<file path="src/rtl/spi_tlul_host_arbiter.sv">
// Round-robin arbiter sharing one TL-UL host adapter port among NUM_REQ requesters.
// Responses are routed back to their issuer through an in-order ID FIFO.
module spi_tlul_host_arbiter #(
    parameter int unsigned NUM_REQ   = 2,
    parameter int unsigned AW        = 32,
    parameter int unsigned DW        = 32,
    parameter int unsigned OST_DEPTH = 2
) (
    input  logic                  clk_i,
    input  logic                  rst_i,
    input  logic [NUM_REQ-1:0]    req_i,
    input  logic [NUM_REQ*AW-1:0] addr_i,
    input  logic [NUM_REQ-1:0]    we_i,
    input  logic [NUM_REQ*DW-1:0] wdata_i,
    output logic [NUM_REQ-1:0]    gnt_o,
    output logic [NUM_REQ-1:0]    rvalid_o,
    output logic [DW-1:0]         rdata_o,
    output logic                  rerr_o,
    output logic                  spurious_o,
    output logic                  host_req_o,
    input  logic                  host_gnt_i,
    output logic [AW-1:0]         host_addr_o,
    output logic                  host_we_o,
    output logic [DW-1:0]         host_wdata_o,
    input  logic                  host_valid_i,
    input  logic [DW-1:0]         host_rdata_i,
    input  logic                  host_err_i
);

    localparam int unsigned IW = (NUM_REQ > 1) ? $clog2(NUM_REQ) : 1;
    localparam int unsigned PW = (OST_DEPTH > 1) ? $clog2(OST_DEPTH) : 1;
    localparam int unsigned CW = $clog2(OST_DEPTH) + 1;

    typedef enum logic {
        IDLE  = 1'b0,
        ISSUE = 1'b1
    } state_t;

    state_t          state;
    state_t          state_next;
    logic [IW-1:0]   rr_ptr;
    logic [IW-1:0]   win;
    logic            found;
    logic [IW-1:0]   win_id;
    logic [IW-1:0]   fifo [OST_DEPTH];
    logic [PW-1:0]   wr_ptr;
    logic [PW-1:0]   rd_ptr;
    logic [CW-1:0]   count;
    logic            push;
    logic            pop;
    logic            can_grant;
    logic            grant;

    assign push      = (state == ISSUE) && host_gnt_i;
    assign pop       = host_valid_i && (count != '0);
    // A response popping this cycle frees a slot for the request granted now.
    assign can_grant = (count != CW'(OST_DEPTH)) || pop;

    // Round-robin search starting at rr_ptr.
    always_comb begin
        win   = '0;
        found = 1'b0;
        for (int unsigned i = 0; i < NUM_REQ; i++) begin
            logic [IW-1:0] cand;
            cand = IW'((32'(rr_ptr) + i) % NUM_REQ);
            if (!found && req_i[cand]) begin
                found = 1'b1;
                win   = cand;
            end
        end
    end

    always_comb begin
        state_next = state;
        gnt_o      = '0;
        grant      = 1'b0;
        case (state)
            IDLE: begin
                if (found && can_grant) begin
                    grant      = 1'b1;
                    gnt_o      = NUM_REQ'(1) << win;
                    state_next = ISSUE;
                end
            end
            ISSUE: begin
                if (host_gnt_i) begin
                    state_next = IDLE;
                end
            end
            default: state_next = IDLE;
        endcase
    end

    assign rvalid_o = pop ? (NUM_REQ'(1) << fifo[rd_ptr]) : '0;
    assign rdata_o  = host_rdata_i;
    assign rerr_o   = host_err_i;

    always_ff @(posedge clk_i) begin
        if (rst_i) begin
            state        <= IDLE;
            rr_ptr       <= '0;
            win_id       <= '0;
            wr_ptr       <= '0;
            rd_ptr       <= '0;
            count        <= '0;
            spurious_o   <= 1'b0;
            host_req_o   <= 1'b0;
            host_addr_o  <= '0;
            host_we_o    <= 1'b0;
            host_wdata_o <= '0;
        end else begin
            state      <= state_next;
            host_req_o <= (state_next == ISSUE);
            if (grant) begin
                win_id       <= win;
                host_addr_o  <= addr_i[32'(win)*AW +: AW];
                host_we_o    <= we_i[win];
                host_wdata_o <= wdata_i[32'(win)*DW +: DW];
            end
            if (push) begin
                wr_ptr <= (wr_ptr == PW'(OST_DEPTH - 1)) ? '0 : wr_ptr + PW'(1);
                rr_ptr <= (win_id == IW'(NUM_REQ - 1)) ? '0 : win_id + IW'(1);
            end
            if (pop) begin
                rd_ptr <= (rd_ptr == PW'(OST_DEPTH - 1)) ? '0 : rd_ptr + PW'(1);
            end
            if (host_valid_i && (count == '0)) begin
                spurious_o <= 1'b1;
            end
            count <= count + CW'(push) - CW'(pop);
        end
    end

    // ID storage needs no reset; entries are only read once written.
    always_ff @(posedge clk_i) begin
        if (push) begin
            fifo[wr_ptr] <= win_id;
        end
    end

endmodule

</file>
<file path="config.mk">
export PLATFORM = sky130hd
export DESIGN_NAME = spi_tlul_host_arbiter
export DESIGN_NICKNAME = d
export VERILOG_FILES = /design/src/rtl/spi_tlul_host_arbiter.sv
export SDC_FILE = /design/constraint.sdc
export NUM_CORES = 1
export LEC_CHECK = 0
export CAP_MARGIN = 20
export CORE_MARGIN = 3
export CORE_UTILIZATION = 39
export DETAILED_ROUTE_END_ITERATION = 12
export PLACE_DENSITY = 0.94
export SETUP_SLACK_MARGIN = 0.02
export SYNTH_ARGS = -nofsm -noshare
export SYNTH_HDL_FRONTEND = slang
export SYNTH_SLANG_ARGS = --single-unit
</file>
<file path="constraint.sdc">
create_clock -name clk_i -period 4.62 [get_ports clk_i]
set_input_delay 0.924 -clock clk_i [delete_from_list [all_inputs] [get_ports clk_i]]
set_output_delay 0.924 -clock clk_i [all_outputs]
set_load 0.05 [all_outputs]
</file>
==> load_flow_metrics.sql, run 1 <==
INSERT INTO impl_metrics (metric_group, metric, value, unit) VALUES
('logic_synthesis', 'synthTopCellsByArea', 'sky130_fd_sc_hd__dfxtp_1 (36%), sky130_fd_sc_hd__a311oi_2 (18%), sky130_fd_sc_hd__a21oi_1 (8.5%)', ''),
('critical_path', 'cp.required', '3.70', 'ns'),
('cts', 'cts_hold_buffers', '0', ''),
('worst_hold_path', 'hp-class', 'reg -> reg', ''),
('logic_synthesis', 'ys_warn_count', '0', ''),
('finish', 'fraction_of_final_layout_cells_with_drive_strength_greater_than_1', '0.139', ''),
('finish', 'layout.core_utilization', '0.598', ''),
('logic_synthesis', 'synthDominantCellAreaShare', '0.356', ''),
('die', 'floorplan.die_area', '12000', 'um^2'),
('cts', 'ctsHtreeMaxLevel', '3', ''),
('logic_synthesis', 'synthesis.area_per_instance', '8.92', 'um^2'),
('sta', 'slew_headroom', '0.267', ''),
('sta', 'finalSetupViolations', '0', ''),
('sta', 'grt_setup_unrepaired', 'false', ''),
('critical_path', 'critPathArrivalTime', '2.75', 'ns'),
('cts', 'clock_latency', '0.33', 'ns'),
('die', 'io-pin-count', '273', ''),
('pwr', 'p_total', '2.83', 'mW'),
('grt', 'grt_antenna_before_repair', '0', ''),
('die', 'core_area', '10400', 'um^2'),
('sta', 'fin_crit_sh', '0.795', ''),
('cts', 'cts_setup_buffers', '0', ''),
('routing', 'wire_per_inst', '19.5', 'um'),
('critical_path', 'setup.worst_path.start_class', 'primary input', ''),
('routing', 'drt_pre_antenna_iters', '6', ''),
('place', 'placedInstanceArea', '5960', 'um^2'),
('logic_synthesis', 'mapped_area', '4170', 'um^2'),
('finish', 'seq_area', '1540', 'um^2'),
('grt', 'first_global_vias', '4287', ''),
('cts', 'clockBufferDepth', '2', ''),
('sta', 'tightestPinTransition', '1.10', 'ns'),
('pwr', 'ir_worst_vdd', '0.219', 'mV'),
('pwr', 'power_density', '457', 'nW/um^2'),
('critical_path', 'critPathMaxFanout', '3', ''),
('routing', 'met1Wirelength', '5300', 'um'),
('routing', 'avgViaCountPerCell', '5.91', ''),
('place', 'globalplace.congestion', '0.752', ''),
('sta', 'period_needed', '3.67', 'ns'),
('finish', 'multiInputGateArea', '2110', 'um^2'),
('finish', 'final_net_count', '769', ''),
('finish', 'fill_cells', '845', ''),
('sta', 'finalHoldViolCount', '0', ''),
('die', 'core.rowCount', '37', ''),
('cts', 'post_cts_resized', '0', ''),
('die', 'initial_utilization', '0.402', ''),
('critical_path', 'endpoint_kind', 'output pin', ''),
('pwr', 'cellLeakagePower', '2.06', 'nW'),
('routing', 'routed_wl', '14400', 'um'),
('grt', 'grt_use_total', '0.227', ''),
('logic_synthesis', 'post_synth_inst_count', '467', ''),
('routing', 'final_antenna_net_count', '0', ''),
('sta', 'max_freq', '272', 'MHz'),
('place', 'dp_slack', '0.941', 'ns'),
('logic_synthesis', 'synth.lib_cells_used.distinct', '32', ''),
('sta', 'final.setup.tns', '0', 'ns'),
('finish', 'inserted_diodes', '0', ''),
('routing', 'count_of_routing_violations_after_the_opening_detailed_route_iteration', '385', ''),
('logic_synthesis', 'yosysSeqAreaShare', '0.370', ''),
('routing', 'wl_met3', '1420', 'um'),
('grt', 'grt_max_degree', '75', ''),
('logic_synthesis', 'syn_nets', '637', ''),
('critical_path', 'crit_type', 'in -> out', ''),
('cts', 'clockRootBuffer', 'sky130_fd_sc_hd__clkbuf_8', ''),
('finish', 'final_cell_area', '6200', 'um^2'),
('place', 'dp_hpwl', '9870', 'um'),
('die', 'die_extent_in_x', '109', 'um'),
('sta', 'clock_skew', '0.0101', 'ns'),
('die', 'fp.dieH', '109', 'um'),
('routing', 'post-route-drc-count', '0', ''),
('routing', 'dr_total_vias', '4374', ''),
('cts', 'cts_sinks', '76', ''),
('sta', 'maxSlewViolCount', '0', ''),
('grt', 'grt_first_pass_wirelength', '21700', 'um'),
('status', 'status', 'complete, no violations', ''),
('routing', 'maxUsedRoutingLayer', 'met4', ''),
('sta', 'setup_ws', '0.949', 'ns'),
('grt', 'global_route.overflow_total', '0', ''),
('logic_synthesis', 'synth_top_area_cell', 'sky130_fd_sc_hd__dfxtp_1', ''),
('cts', 'cts_tree', 'built', ''),
('logic_synthesis', 'number_of_synthesized_register_bits', '76', ''),
('finish', 'areaGrowthSynthToFinish', '48.7', '%'),
('job', 'cap_violations', '0', ''),
('cts', 'cts_buffers', '9', ''),
('place', 'buffer_ports.inserted', '206', ''),
('routing', 'dr_wl_met2', '7230', 'um'),
('cts', 'path_clk_slew', '0.08', 'ns');
[cell type report]
cell class | count | area share
Timing Repair Buffer | 213 | 0.345
Multi-Input combinational cell | 297 | 0.340
Sequential cell | 76 | 0.249
Tap cell | 136 | 0.0275
Clock buffer | 11 | 0.0244
Clock inverter | 5 | 0.0135
Inverter | 2 | 0.00121
[where the power goes]
group          internal [mW]  switching (mW)
Sequential             0.794          0.0820
Clock                  0.335           0.259
Combinational          0.509           0.855
Total                   1.64            1.20
[path summary, 6_finish.rpt]
check / from / to / slack [ns] / cells past startpoint
max: host_valid_i / gnt_o[1] / 0.95 / 5
min: spurious_o$_SDFFE_PP0P_ / spurious_o$_SDFFE_PP0P_ / 0.49 / 2
max reg2reg: count[1]$_SDFF_PP0_ / host_wdata_o[14]$_SDFFE_PP0P_ / 1.84 / 5
min reg2reg: spurious_o$_SDFFE_PP0P_ / spurious_o$_SDFFE_PP0P_ / 0.49 / 2
[registers in the layout (all words and copies together), names as in the netlist, named ones only]
name	count
host_addr_o	32
host_wdata_o	32
count	2
fifo	2
host_we_o	1
rd_ptr	1
rr_ptr	1
spurious_o	1
state	1
win_id	1
wr_ptr	1
[cell usage in the layout, fill, tap and decap left out, types with 2 or more instances in the layout]
cell	synthesis	layout
sky130_fd_sc_hd__a21oi_1	71	71
sky130_fd_sc_hd__a311oi_1	15	15
sky130_fd_sc_hd__a311oi_2	50	50
sky130_fd_sc_hd__buf_4	33	7
sky130_fd_sc_hd__bufinv_16	0	2
sky130_fd_sc_hd__clkbuf_8	0	11
sky130_fd_sc_hd__clkdlybuf4s50_1	0	203
sky130_fd_sc_hd__clkinvlp_4	0	2
sky130_fd_sc_hd__dfxtp_1	74	74
sky130_fd_sc_hd__edfxtp_1	2	2
sky130_fd_sc_hd__nand2_1	3	3
sky130_fd_sc_hd__nand3_1	66	66
sky130_fd_sc_hd__nor2_1	6	6
sky130_fd_sc_hd__nor2b_1	3	2
sky130_fd_sc_hd__o21ai_0	65	65
sky130_fd_sc_hd__xnor2_1	2	2
sky130_fd_sc_hd__xor2_1	2	2
[per-stage QoR]
stage / cells / hold WS, ns
global route: 740 / 0.504
global placement: 723 / 0.450
finish: 740 / 0.486
CTS: 740 / 0.488
floorplan: 467 / 0.431
detailed placement: 724 / 0.468
[layer usage]
layer,track usage,up-vias
li1,-,1995
met5,0,-
met4,0.0944,0
met2,0.395,269
met3,0.0664,39
met1,0.259,2071
[Yosys cell counts (all sizes together)]
library cell  number
and3               1
nor2b              3
dfxtp             74
edfxtp             2
nand3             66
or3b               1
buf               47
mux2i              1
o21ai             65
nor3b              1
clkbuf            45
and2               2
a21oi             71
xor2               2
nor2               6
a311oi            65
inv                2
or2                1
xnor2              2
ha                 1
o21ba              1
nand2b             2
a21bo              1
nand2              3
nand4b             1
o21a               1
[cells by family (layout without fill, tap and decap cells)]
group | after synthesis | in the layout | synth area share
buffers and inverters | 94 | 231 | 0.127
multiplexers | 1 | 1 | 0.00240
XOR/XNOR | 4 | 4 | 0.00841
adder cells (fa/ha/maj) | 1 | 1 | 0.00300
AO/OA/AOI/OAI | 204 | 204 | 0.382
AND/OR/NAND/NOR | 87 | 87 | 0.108
flip-flops | 76 | 76 | 0.370
[worst max-delay path, stage by stage]
cell	delay [ns]
sky130_fd_sc_hd__clkdlybuf4s50_1	0.45
sky130_fd_sc_hd__or3b_2	0.47
sky130_fd_sc_hd__nand4b_1	0.15
sky130_fd_sc_hd__inv_1	0.07
sky130_fd_sc_hd__clkdlybuf4s50_1	0.70
(Power assumes the default switching activity.)
==> inputs of run 2 (changes only) <==
--- a/config.mk
+++ b/config.mk
@@ -7,9 +7,9 @@
 export LEC_CHECK = 0
 export CAP_MARGIN = 20
 export CORE_MARGIN = 3
-export CORE_UTILIZATION = 39
+export CORE_UTILIZATION = 33
 export DETAILED_ROUTE_END_ITERATION = 12
-export PLACE_DENSITY = 0.94
+export PLACE_DENSITY = 0.86
 export SETUP_SLACK_MARGIN = 0.02
 export SYNTH_ARGS = -nofsm -noshare
 export SYNTH_HDL_FRONTEND = slang
==> constraint.sdc (replaced) <==
create_clock -name clk_i -period 3 [get_ports clk_i]
set_input_delay 0.6 -clock clk_i [delete_from_list [all_inputs] [get_ports clk_i]]
set_output_delay 0.6 -clock clk_i [all_outputs]
set_load 0.05 [all_outputs]
==> run 2 against run 1 <==
Compared with the run above:
- total power is 56% higher
- sequential cell count stayed put
- clock-buffer cell count is 1 higher
- sequential share of layout area is 0.53 points lower
- global-route usage is 3.0 points lower
- final area is 2.2% higher
- combinational power is 57% higher
- clock power is 59% higher
- hold slack worse by 0.010 ns
- die area is 17% higher
- core utilization is 7.7 points lower
- sequential power is 54% higher
==> load_flow_metrics.sql, run 2 (same netlist as run 1, synthesis figures left out) <==
INSERT INTO impl_metrics (metric_group, metric, value, unit) VALUES
('place', 'dp_hpwl', '10100', 'um'),
('critical_path', 'critPathMaxStageDelay', '0.55', 'ns'),
('finish', 'final_common_cell', 'sky130_fd_sc_hd__clkdlybuf4s50_1', ''),
('pwr', 'switching_share', '0.416', ''),
('grt', 'global_route.overflow_total', '0', ''),
('sta', 'period_needed', '2.63', 'ns'),
('pwr', 'pwr-share-seq', '0.305', ''),
('finish', 'finish.cell_count_without_fillers', '778', ''),
('pwr', 'switchingPower', '1.84', 'mW'),
('sta', 'clock_skew', '0.00913', 'ns'),
('critical_path', 'endpoint_kind', 'output pin', ''),
('critical_path', 'critPathArrivalTime', '2.03', 'ns'),
('pwr', 'power.combinational.fraction', '0.481', ''),
('worst_hold_path', 'timing.hold.worst_path_depth', '2', ''),
('cts', 'path_clk_slew', '0.06', 'ns'),
('critical_path', 'cp.required', '2.40', 'ns'),
('routing', 'dr_total_vias', '4365', ''),
('critical_path', 'critPathMaxFanout', '6', ''),
('finish', 'final_cell_mix', 'sky130_fd_sc_hd__clkdlybuf4s50_1 (200), sky130_fd_sc_hd__dfxtp_1 (74), sky130_fd_sc_hd__a21oi_1 (71)', ''),
('critical_path', 'crit_type', 'in -> out', ''),
('sta', 'final.setup.tns', '0', 'ns'),
('cts', 'cts_setup_buffers', '0', ''),
('routing', 'final_antenna_net_count', '0', ''),
('die', 'initial_utilization', '0.343', ''),
('pwr', 'power_density', '698', 'nW/um^2'),
('finish', 'inserted_diodes', '0', ''),
('status', 'status', 'complete, no violations', ''),
('die', 'core.rowCount', '40', ''),
('sta', 'max_freq', '380', 'MHz'),
('pwr', 'p_total', '4.42', 'mW'),
('routing', 'post-route-drc-count', '0', ''),
('critical_path', 'timing.rr.start', 'state$_SDFF_PP0_', ''),
('cts', 'post_cts_resized', '0', ''),
('grt', 'grt_antenna_before_repair', '0', ''),
('finish', 'final_net_count', '776', ''),
('grt', 'grt_max_degree', '66', ''),
('place', 'buffer_ports.inserted', '206', ''),
('sta', 'finalSetupViolations', '0', ''),
('cts', 'cts_hold_buffers', '0', ''),
('grt', 'grt_use_total', '0.197', ''),
('critical_path', 'cp_slowest_cell', 'sky130_fd_sc_hd__or3b_2', ''),
('cts', 'ctsHtreeMaxLevel', '3', ''),
('sta', 'grt_setup_unrepaired', 'false', ''),
('worst_hold_path', 'holdPathEnd', 'spurious_o$_SDFFE_PP0P_', ''),
('routing', 'wire_per_inst', '18.4', 'um'),
('finish', 'areaGrowthSynthToFinish', '52.0', '%'),
('critical_path', 'worstPathCellList', 'clkdlybuf4s50_1 > or3b_2 > nand4b_1 > inv_1 > buf_12', ''),
('critical_path', 'setup.worst_path.start_class', 'primary input', ''),
('pwr', 'cellLeakagePower', '2.11', 'nW'),
('sta', 'maxSlewViolCount', '0', ''),
('sta', 'finalHoldViolCount', '0', ''),
('sta', 'slew_headroom', '0.310', ''),
('cts', 'cts_sinks', '76', ''),
('die', 'fp.dieH', '118', 'um'),
('cts', 'clock_latency', '0.33', 'ns'),
('sta', 'worst_hold_slack', '0.476', 'ns'),
('pwr', 'clkPwrFrac', '0.214', ''),
('routing', 'avgViaCountPerCell', '5.61', ''),
('die', 'floorplan.die_area', '14000', 'um^2'),
('worst_hold_path', 'hp-class', 'reg -> reg', ''),
('pwr', 'p_int', '2.58', 'mW'),
('sta', 'fin_crit_sh', '0.877', ''),
('place', 'globalplace.congestion', '0.742', ''),
('grt', 'first_global_vias', '4392', ''),
('cts', 'cts_tree', 'built', ''),
('finish', 'fraction_of_final_layout_cells_with_drive_strength_greater_than_1', '0.148', ''),
('worst_hold_path', 'hold_path_startpoint', 'spurious_o$_SDFFE_PP0P_', ''),
('routing', 'drt_pre_antenna_iters', '5', ''),
('die', 'die_extent_in_x', '118', 'um'),
('die', 'io-pin-count', '273', ''),
('critical_path', 'reg2reg_setup_slack', '1.07', 'ns'),
('grt', 'grt_first_pass_wirelength', '22700', 'um'),
('sta', 'tightestPinTransition', '1.04', 'ns'),
('place', 'dp_cells', '763', ''),
('die', 'core_area', '12200', 'um^2'),
('job', 'cap_violations', '0', ''),
('finish', 'leading_registers_by_flop_count', 'host_addr_o x32, host_wdata_o x32', ''),
('critical_path', 'reg_to_reg_end', 'host_wdata_o[28]$_SDFFE_PP0P_', ''),
('cts', 'cts_buffers', '9', ''),
('routing', 'count_of_routing_violations_after_the_opening_detailed_route_iteration', '339', ''),
('routing', 'routed_wl', '14300', 'um'),
('critical_path', 'rr_worst_depth', '3', ''),
('cts', 'clockBufferDepth', '2', ''),
('cts', 'clockRootBuffer', 'sky130_fd_sc_hd__clkbuf_16', ''),
('pwr', 'ir_worst_vdd', '0.296', 'mV');
## run 2: cell types whose count changed in the layout (fill, tap and decap cells not counted), sizes merged
cell           previous run  this run
buf                      10        20
clkinv                    1         2
clkinvlp                  2         1
clkbuf                   11        12
clkdlybuf4s50           203       200
bufinv                    2         0
## run 2: power by group through the flow
| stage | logic [mW] | registers, mW | clock network (mW) |
|---|---|---|---|
| after floorplan | 0.924 | 1.96 | 0 |
| after global placement | 2.09 | 1.36 | 0 |
| after detailed placement | 2.13 | 1.36 | 0 |
| after CTS | 2.13 | 1.35 | 0.976 |
| after global routing | 2.24 | 1.37 | 1.02 |
| final | 2.13 | 1.35 | 0.946 |
## run 2: cell type report
type,count,area [um^2]
repair buffers,220,2210
flip-flops and latches,76,1540
inverters,2,7.51
clock inverters,3,17.5
fillers,1078,5830
multi-input cells,297,2110
clock buffers,12,236
well taps,168,210
## run 2: critical path: cells and delay by family
kind                   cells  cell delay, ns
AND/OR/NAND/NOR            2            0.71
buffers and inverters      3            0.71
## run 2: per-stage QoR
| step | instance area [um^2] | util | setup WS (ns) |
|---|---|---|---|
| after global placement | 6080 | 0.500 | 0.417 |
| final | 6330 | 0.521 | 0.368 |
| after detailed placement | 6080 | 0.500 | 0.386 |
| after global routing | 6330 | 0.521 | 0.335 |
| after floorplan | 4170 | - | 0.266 |
| after CTS | 6330 | 0.521 | 0.400 |
## run 2: worst max-delay path by stage
stage / startpoint / slack [ns] / depth (start not counted) / endpoint
after detailed placement: host_valid_i / 0.39 / 4 / host_wdata_o[28]$_SDFFE_PP0P_
final: host_valid_i / 0.37 / 5 / gnt_o[1]
after global routing: host_valid_i / 0.33 / 5 / gnt_o[1]
after floorplan: host_valid_i / 0.27 / 6 / gnt_o[0]
after CTS: host_valid_i / 0.40 / 5 / gnt_o[1]
after global placement: host_valid_i / 0.42 / 5 / gnt_o[1]
## run 2: layer usage
metal,up-vias,track usage,part of all wire
li1,2007,-,-
met1,2101,0.236,0.40
met2,224,0.339,0.50
met3,33,0.0402,0.070
met4,0,0.0842,0.024
met5,-,0,0
